### src/rtl/counter_pkg.sv
// rtl/counter_pkg.sv - shared state encoding and counter width for the tick measurement path
// Purpose: state encoding and default counter width used by clkscaler and tick_rate_meter.
// Ports: none (package).
package counter_pkg;

  // Default window-counter width, shared with clkscaler.
  localparam int CNT_WIDTH_DEF = 19;

  typedef enum logic [1:0] {
    ST_IDLE  = 2'd0,
    ST_ARMED = 2'd1,
    ST_COUNT = 2'd2
  } state_e;

endpackage

### src/rtl/edge_rise_det.sv
// rtl/edge_rise_det.sv - single-bit rising-edge detector
// Purpose: one-cycle delayed copy of a same-domain level and its rising-edge pulse.
// Ports:
//   clk    in  system clock
//   reset  in  asynchronous active-high reset
//   sig_i  in  level to watch
//   rise_o out high for the cycle in which sig_i is 1 and was 0 the cycle before
module edge_rise_det (
  input  logic clk,
  input  logic reset,
  input  logic sig_i,
  output logic rise_o
);

  logic sig_q;

  always_ff @(posedge clk or posedge reset) begin
    if (reset) begin
      sig_q <= 1'b0;
    end else begin
      sig_q <= sig_i;
    end
  end

  assign rise_o = sig_i & ~sig_q;

endmodule

### src/rtl/tick_rate_meter.sv
// rtl/tick_rate_meter.sv - counts inc_clk rising edges per ref_clk window
// Purpose: measures inc_clk rising edges between consecutive ref_clk rising edges and
//          delivers each completed window over a valid/ready handshake, with
//          saturation, tolerance check against exp_count, and a sticky overrun flag.
// Ports:
//   clk        in  system clock
//   reset      in  asynchronous active-high reset
//   enable     in  1 = measure, 0 = abort to IDLE
//   inc_clk    in  increment strobe level (rising edges counted)
//   ref_clk    in  reference tick level (rising edge = window boundary)
//   exp_count  in  expected edges per window, sampled when a window closes
//   meas_count out edges counted in the last completed window
//   meas_valid out result valid
//   meas_ready in  consumer accepts the result when valid && ready
//   sat        out result saturated at all-ones
//   in_range   out |meas_count - exp_count| <= TOL and not saturated
//   overrun    out sticky: an unaccepted result was overwritten
import counter_pkg::*;

module tick_rate_meter #(
  parameter int CNT_WIDTH = CNT_WIDTH_DEF,
  parameter int EXP_WIDTH = CNT_WIDTH_DEF,
  parameter int TOL       = 2
) (
  input  logic                 clk,
  input  logic                 reset,
  input  logic                 enable,
  input  logic                 inc_clk,
  input  logic                 ref_clk,
  input  logic [EXP_WIDTH-1:0] exp_count,
  output logic [CNT_WIDTH-1:0] meas_count,
  output logic                 meas_valid,
  input  logic                 meas_ready,
  output logic                 sat,
  output logic                 in_range,
  output logic                 overrun
);

  localparam logic [CNT_WIDTH:0]   TOL_V = (CNT_WIDTH+1)'(TOL);
  localparam logic [CNT_WIDTH-1:0] ONE   = CNT_WIDTH'(1);
  localparam logic [CNT_WIDTH-1:0] ZERO  = '0;

  logic inc_rise;
  logic ref_rise;

  edge_rise_det u_inc_det (
    .clk    (clk),
    .reset  (reset),
    .sig_i  (inc_clk),
    .rise_o (inc_rise)
  );

  edge_rise_det u_ref_det (
    .clk    (clk),
    .reset  (reset),
    .sig_i  (ref_clk),
    .rise_o (ref_rise)
  );

  state_e                 state_q, state_d;
  logic [CNT_WIDTH-1:0]   cnt_q, cnt_d;
  logic                   ovf_q, ovf_d;
  // Closing snapshot: held one cycle so the result appears the cycle after ref_rise.
  logic                   pend_q, pend_d;
  logic [CNT_WIDTH-1:0]   pend_cnt_q, pend_cnt_d;
  logic                   pend_sat_q, pend_sat_d;
  logic [EXP_WIDTH-1:0]   pend_exp_q, pend_exp_d;
  logic [CNT_WIDTH-1:0]   meas_count_q, meas_count_d;
  logic                   meas_valid_q, meas_valid_d;
  logic                   sat_q, sat_d;
  logic                   in_range_q, in_range_d;
  logic                   overrun_q, overrun_d;

  logic [CNT_WIDTH:0]     a_ext, b_ext, diff;
  logic [CNT_WIDTH-1:0]   restart_val;

  // One extra bit so the difference never wraps.
  assign a_ext = {1'b0, pend_cnt_q};
  assign b_ext = (CNT_WIDTH+1)'(pend_exp_q);
  assign diff  = (a_ext >= b_ext) ? (a_ext - b_ext) : (b_ext - a_ext);

  // An inc edge coinciding with the boundary belongs to the new window.
  assign restart_val = inc_rise ? ONE : ZERO;

  always_comb begin
    state_d      = state_q;
    cnt_d        = cnt_q;
    ovf_d        = ovf_q;
    pend_d       = 1'b0;
    pend_cnt_d   = pend_cnt_q;
    pend_sat_d   = pend_sat_q;
    pend_exp_d   = pend_exp_q;
    meas_count_d = meas_count_q;
    meas_valid_d = meas_valid_q;
    sat_d        = sat_q;
    in_range_d   = in_range_q;
    overrun_d    = overrun_q;

    // Result register; a new result wins over a same-cycle handshake.
    if (pend_q) begin
      meas_count_d = pend_cnt_q;
      sat_d        = pend_sat_q;
      in_range_d   = !pend_sat_q && (diff <= TOL_V);
      meas_valid_d = 1'b1;
      if (meas_valid_q && !meas_ready) begin
        overrun_d = 1'b1;
      end
    end else if (meas_valid_q && meas_ready) begin
      meas_valid_d = 1'b0;
    end

    case (state_q)
      ST_IDLE: begin
        cnt_d   = ZERO;
        ovf_d   = 1'b0;
        state_d = ST_ARMED;
      end
      ST_ARMED: begin
        cnt_d = ZERO;
        ovf_d = 1'b0;
        if (ref_rise) begin
          state_d = ST_COUNT;
          cnt_d   = restart_val;
        end
      end
      ST_COUNT: begin
        if (ref_rise) begin
          pend_d     = 1'b1;
          pend_cnt_d = cnt_q;
          pend_sat_d = ovf_q;
          pend_exp_d = exp_count;
          cnt_d      = restart_val;
          ovf_d      = 1'b0;
        end else if (inc_rise) begin
          if (&cnt_q) begin
            ovf_d = 1'b1;
          end else begin
            cnt_d = cnt_q + ONE;
          end
        end
      end
      default: state_d = ST_IDLE;
    endcase

    // Abort: everything but meas_count returns to its idle value.
    if (!enable) begin
      state_d      = ST_IDLE;
      cnt_d        = ZERO;
      ovf_d        = 1'b0;
      pend_d       = 1'b0;
      meas_valid_d = 1'b0;
      sat_d        = 1'b0;
      in_range_d   = 1'b0;
      overrun_d    = 1'b0;
    end
  end

  always_ff @(posedge clk or posedge reset) begin
    if (reset) begin
      state_q      <= ST_IDLE;
      cnt_q        <= '0;
      ovf_q        <= 1'b0;
      pend_q       <= 1'b0;
      pend_cnt_q   <= '0;
      pend_sat_q   <= 1'b0;
      pend_exp_q   <= '0;
      meas_count_q <= '0;
      meas_valid_q <= 1'b0;
      sat_q        <= 1'b0;
      in_range_q   <= 1'b0;
      overrun_q    <= 1'b0;
    end else begin
      state_q      <= state_d;
      cnt_q        <= cnt_d;
      ovf_q        <= ovf_d;
      pend_q       <= pend_d;
      pend_cnt_q   <= pend_cnt_d;
      pend_sat_q   <= pend_sat_d;
      pend_exp_q   <= pend_exp_d;
      meas_count_q <= meas_count_d;
      meas_valid_q <= meas_valid_d;
      sat_q        <= sat_d;
      in_range_q   <= in_range_d;
      overrun_q    <= overrun_d;
    end
  end

  assign meas_count = meas_count_q;
  assign meas_valid = meas_valid_q;
  assign sat        = sat_q;
  assign in_range   = in_range_q;
  assign overrun    = overrun_q;

endmodule

### config.mk
export PLATFORM = sky130hd
export DESIGN_NAME = tick_rate_meter
export DESIGN_NICKNAME = d
export VERILOG_FILES = /design/src/rtl/counter_pkg.sv /design/src/rtl/edge_rise_det.sv /design/src/rtl/tick_rate_meter.sv
export SDC_FILE = /design/constraint.sdc
export NUM_CORES = 1
export LEC_CHECK = 0
export BUFFER_PORTS_ARGS = -buffer_cell sky130_fd_sc_hd__buf_2
export CELL_PAD_IN_SITES_DETAIL_PLACEMENT = 1
export CELL_PAD_IN_SITES_GLOBAL_PLACEMENT = 2
export CORE_MARGIN = 5
export CORE_UTILIZATION = 39
export DETAILED_ROUTE_END_ITERATION = 12
export PLACE_DENSITY = 0.83
export SYNTH_ARGS = -nofsm -noshare
export SYNTH_HDL_FRONTEND = slang
export SYNTH_SLANG_ARGS = --single-unit
### constraint.sdc
create_clock -name clk -period 3.36 [get_ports clk]
set_input_delay 0.168 -clock clk [delete_from_list [all_inputs] [get_ports clk]]
set_output_delay 0.168 -clock clk [all_outputs]
set_load 0.02 [all_outputs]
==> results.ini <==
[yosys]
synth_nets=687
synth_common_cells=87 x dfrtp_1, 57 x mux2_2, 47 x inv_1, 45 x o21ai_0, 43 x ha_1
synthArstFlopShare=1.00
synth_top_area_cell=dfrtp_1
synth_area_mm2=0.00586
ys_types=72
yosysSeqAreaShare=0.371
ys_top_cells_by_area=dfrtp_1 37%, mux2_2 11%, ha_1 9.2%, o21ai_0 3.8%, a21oi_1 3.2%
synth_cells=617
ys_seq_elements=87
synth_warnings=0
synth_top_flop_cell=dfrtp_1
syn_avg_cell_area_um2=9.50
synth_edf_count=0
yosys.area.top_type_share=0.371
synth_most_common_cell=dfrtp_1

[drt]
num_vias=4809
first_iter_violations=216
avgViaCountPerCell=5.60
avgRoutedWirePerCell_um=19.7
firstDrtPassIters=4
drc_errors=0
drt-total-wl_um=16900
ant_nets=0

[placed_design]
hpwl_um=13000
gp_congestion=0.878
place_area_mm2=0.00634
portBuffers=47

[timing]
grt_setup_unrepaired=no
drv_slew=0
post-route-period-util=0.932
fmax_mhz=319
finalSetupTns_ns=0
worst_pin_slew_ns=0.775
setup_viol=0
period_needed_ns=3.13
fin_skew_ns=0.00568
max_slew_margin=0.483
finalHoldViolations=0

[pwr]
power_frac_comb=0.526
p_leak_nw=3.21
p_int_w=0.00275
irDropWorstVdd_mv=0.212
switching_share=0.430
p_switching_w=0.00208
p_clk_frac=0.207
powerDensity_mw_per_mm2=719
power_frac_seq=0.267

[worst_setup_path]
reg2regPathDepth=12
path_max_fanout=8
reg2reg_from=pend_cnt_q[0]$_DFFE_PP0P_
path_class=reg -> reg
cp-end-kind=flop
worstReg2RegEnd=in_range$_DFFE_PP0P_
cp-start-kind=flop
cp_data_required_time_ns=3.61
r2r_setup_slack_ns=0.23
worst_ep_arrival_time_ns=3.38

[die]
die_area_mm2=0.0176
start_util=0.400
core_area_mm2=0.0146
top_level_ports=48
die_h_um=133
die_x_um=133
rows=44

[run]
drv_cap=0

[global_routing]
grt-ovfl-total=0
antenna_found_initial=0
grt_pass1_vias=5286
grt_max_degree=43
grt_first_pass_wirelength_um=28300
grt_usage=0.198

[finish]
area_growth_pct=14.3
nets=740
drive_gt1_frac=0.252
final_area_mm2=0.00670
antenna_cells=0

[clocking]
h-tree-depth=3
cts.sinks=87
root_buffer=clkbuf_16
cts_buffers=9
clk_latency_ns=0.34
cts_max_path_buffers=2
path_clk_slew_ns=0.07
tritoncts=built

[run_status]
status=finished clean

[hold_path]
whs_endpoint=pend_exp_q[13]$_DFFE_PP0P_
hold_start=exp_count[13]
min_path_type=in -> reg
whs_path_depth=2

[worst max-delay path: stages (launching register included)]
cell and delay [ns]:
dfrtp_1 0.39, inv_1 0.06, ha_1 0.22, fa_1 0.39, nand2b_1 0.20, a211oi_1 0.22
o21ai_1 0.13, a22oi_2 0.51, mux2i_1 0.27, xor2_1 0.09, nor3_1 0.21, o2111ai_1 0.14
o31ai_1 0.21
[final cells by class]
class	instances	area, um2
fillers	1687	7940
multi-input cells	451	3370
flip-flops and latches	87	2180
repair buffers	74	449
clock buffers	10	239
well taps	184	230
inverters	47	178
clock inverters	6	55.1
[worst max path at each step]
| stage | from | end | slack (ns) | cells after the start |
|---|---|---|---|---|
| 4_1_cts | pend_cnt_q[7]$_DFFE_PP0P_ | in_range$_DFFE_PP0P_ | 0.13 | 12 |
| 5_1_grt | pend_cnt_q[0]$_DFFE_PP0P_ | in_range$_DFFE_PP0P_ | 0.02 | 12 |
| 6_report | pend_cnt_q[0]$_DFFE_PP0P_ | in_range$_DFFE_PP0P_ | 0.23 | 12 |
| 3_3_place_gp | pend_cnt_q[1]$_DFFE_PP0P_ | in_range$_DFFE_PP0P_ | 0.26 | 12 |
| 3_5_place_dp | pend_cnt_q[1]$_DFFE_PP0P_ | in_range$_DFFE_PP0P_ | 0.14 | 12 |
| 2_1_floorplan | pend_cnt_q[1]$_DFFE_PP0P_ | in_range$_DFFE_PP0P_ | 0.60 | 11 |
[stage by stage]
stage	utilization	power, W	std cells	setup slack, ns	hold WS, ns
after floorplan	-	0.00310	617	0.596	0.199
after global placement	0.433	0.00373	838	0.262	0.295
after detailed placement	0.433	0.00379	838	0.141	0.298
after CTS	0.455	0.00482	857	0.125	0.0443
after global routing	0.458	0.00519	859	0.0197	0.0418
final	0.458	0.00482	859	0.229	0.0541
[power by group through the flow]
stage          sequential [W]  clock [W]  combinational (W)
2_1_floorplan         0.00126          0            0.00184
3_3_place_gp          0.00130          0            0.00243
3_5_place_dp          0.00131          0            0.00249
4_1_cts               0.00129    0.00102            0.00251
5_1_grt               0.00130    0.00108            0.00280
6_report              0.00129   0.000998            0.00254
[cell usage in the layout (no fill, tap or decap), types with 23 or more instances in the layout]
cell	n
o21ai_0	45
nand2_1	36
buf_2	47
mux2_2	57
ha_1	42
a21oi_1	37
dfrtp_1	87
buf_4	23
nor2_1	37
inv_1	46
[logic make-up (layout without fill, tap and decap cells)]
logic type,Yosys count,count (layout),share of synthesized area
fa+ha+maj,45,45,0.0986
flops,87,87,0.371
simple gates,168,168,0.154
buf+inv,79,137,0.0563
xor+xnor,18,18,0.0269
compound gates,157,157,0.173
mux,63,63,0.120
[state kept, by name, summed over array words and instances (netlist names), 2 cells and up]
signal,cells
meas_count,19
pend_cnt_q,19
cnt_q,19
state_q,2
pend_exp_q,19
[layer usage]
layer / track usage / up-vias / share of wire
met3: 0.0289 / 28 / 0.022
met5: 0 / - / 0
met1: 0.256 / 2425 / 0.45
met4: 0.0583 / 0 / 0.021
li1: - / 2292 / -
met2: 0.345 / 64 / 0.51
[timing repair]
| action | CTS | global route |
|---|---|---|
| gates resized for setup | 0 | 4 |
| buffers inserted | 0 | 2 |
| endpoints found under the setup margin | 0 | 1 |
| hold buffers | 3 | 0 |
| endpoints found under the hold margin | 42 | 0 |
No activity file was read; power rests on OpenSTA's default activity.
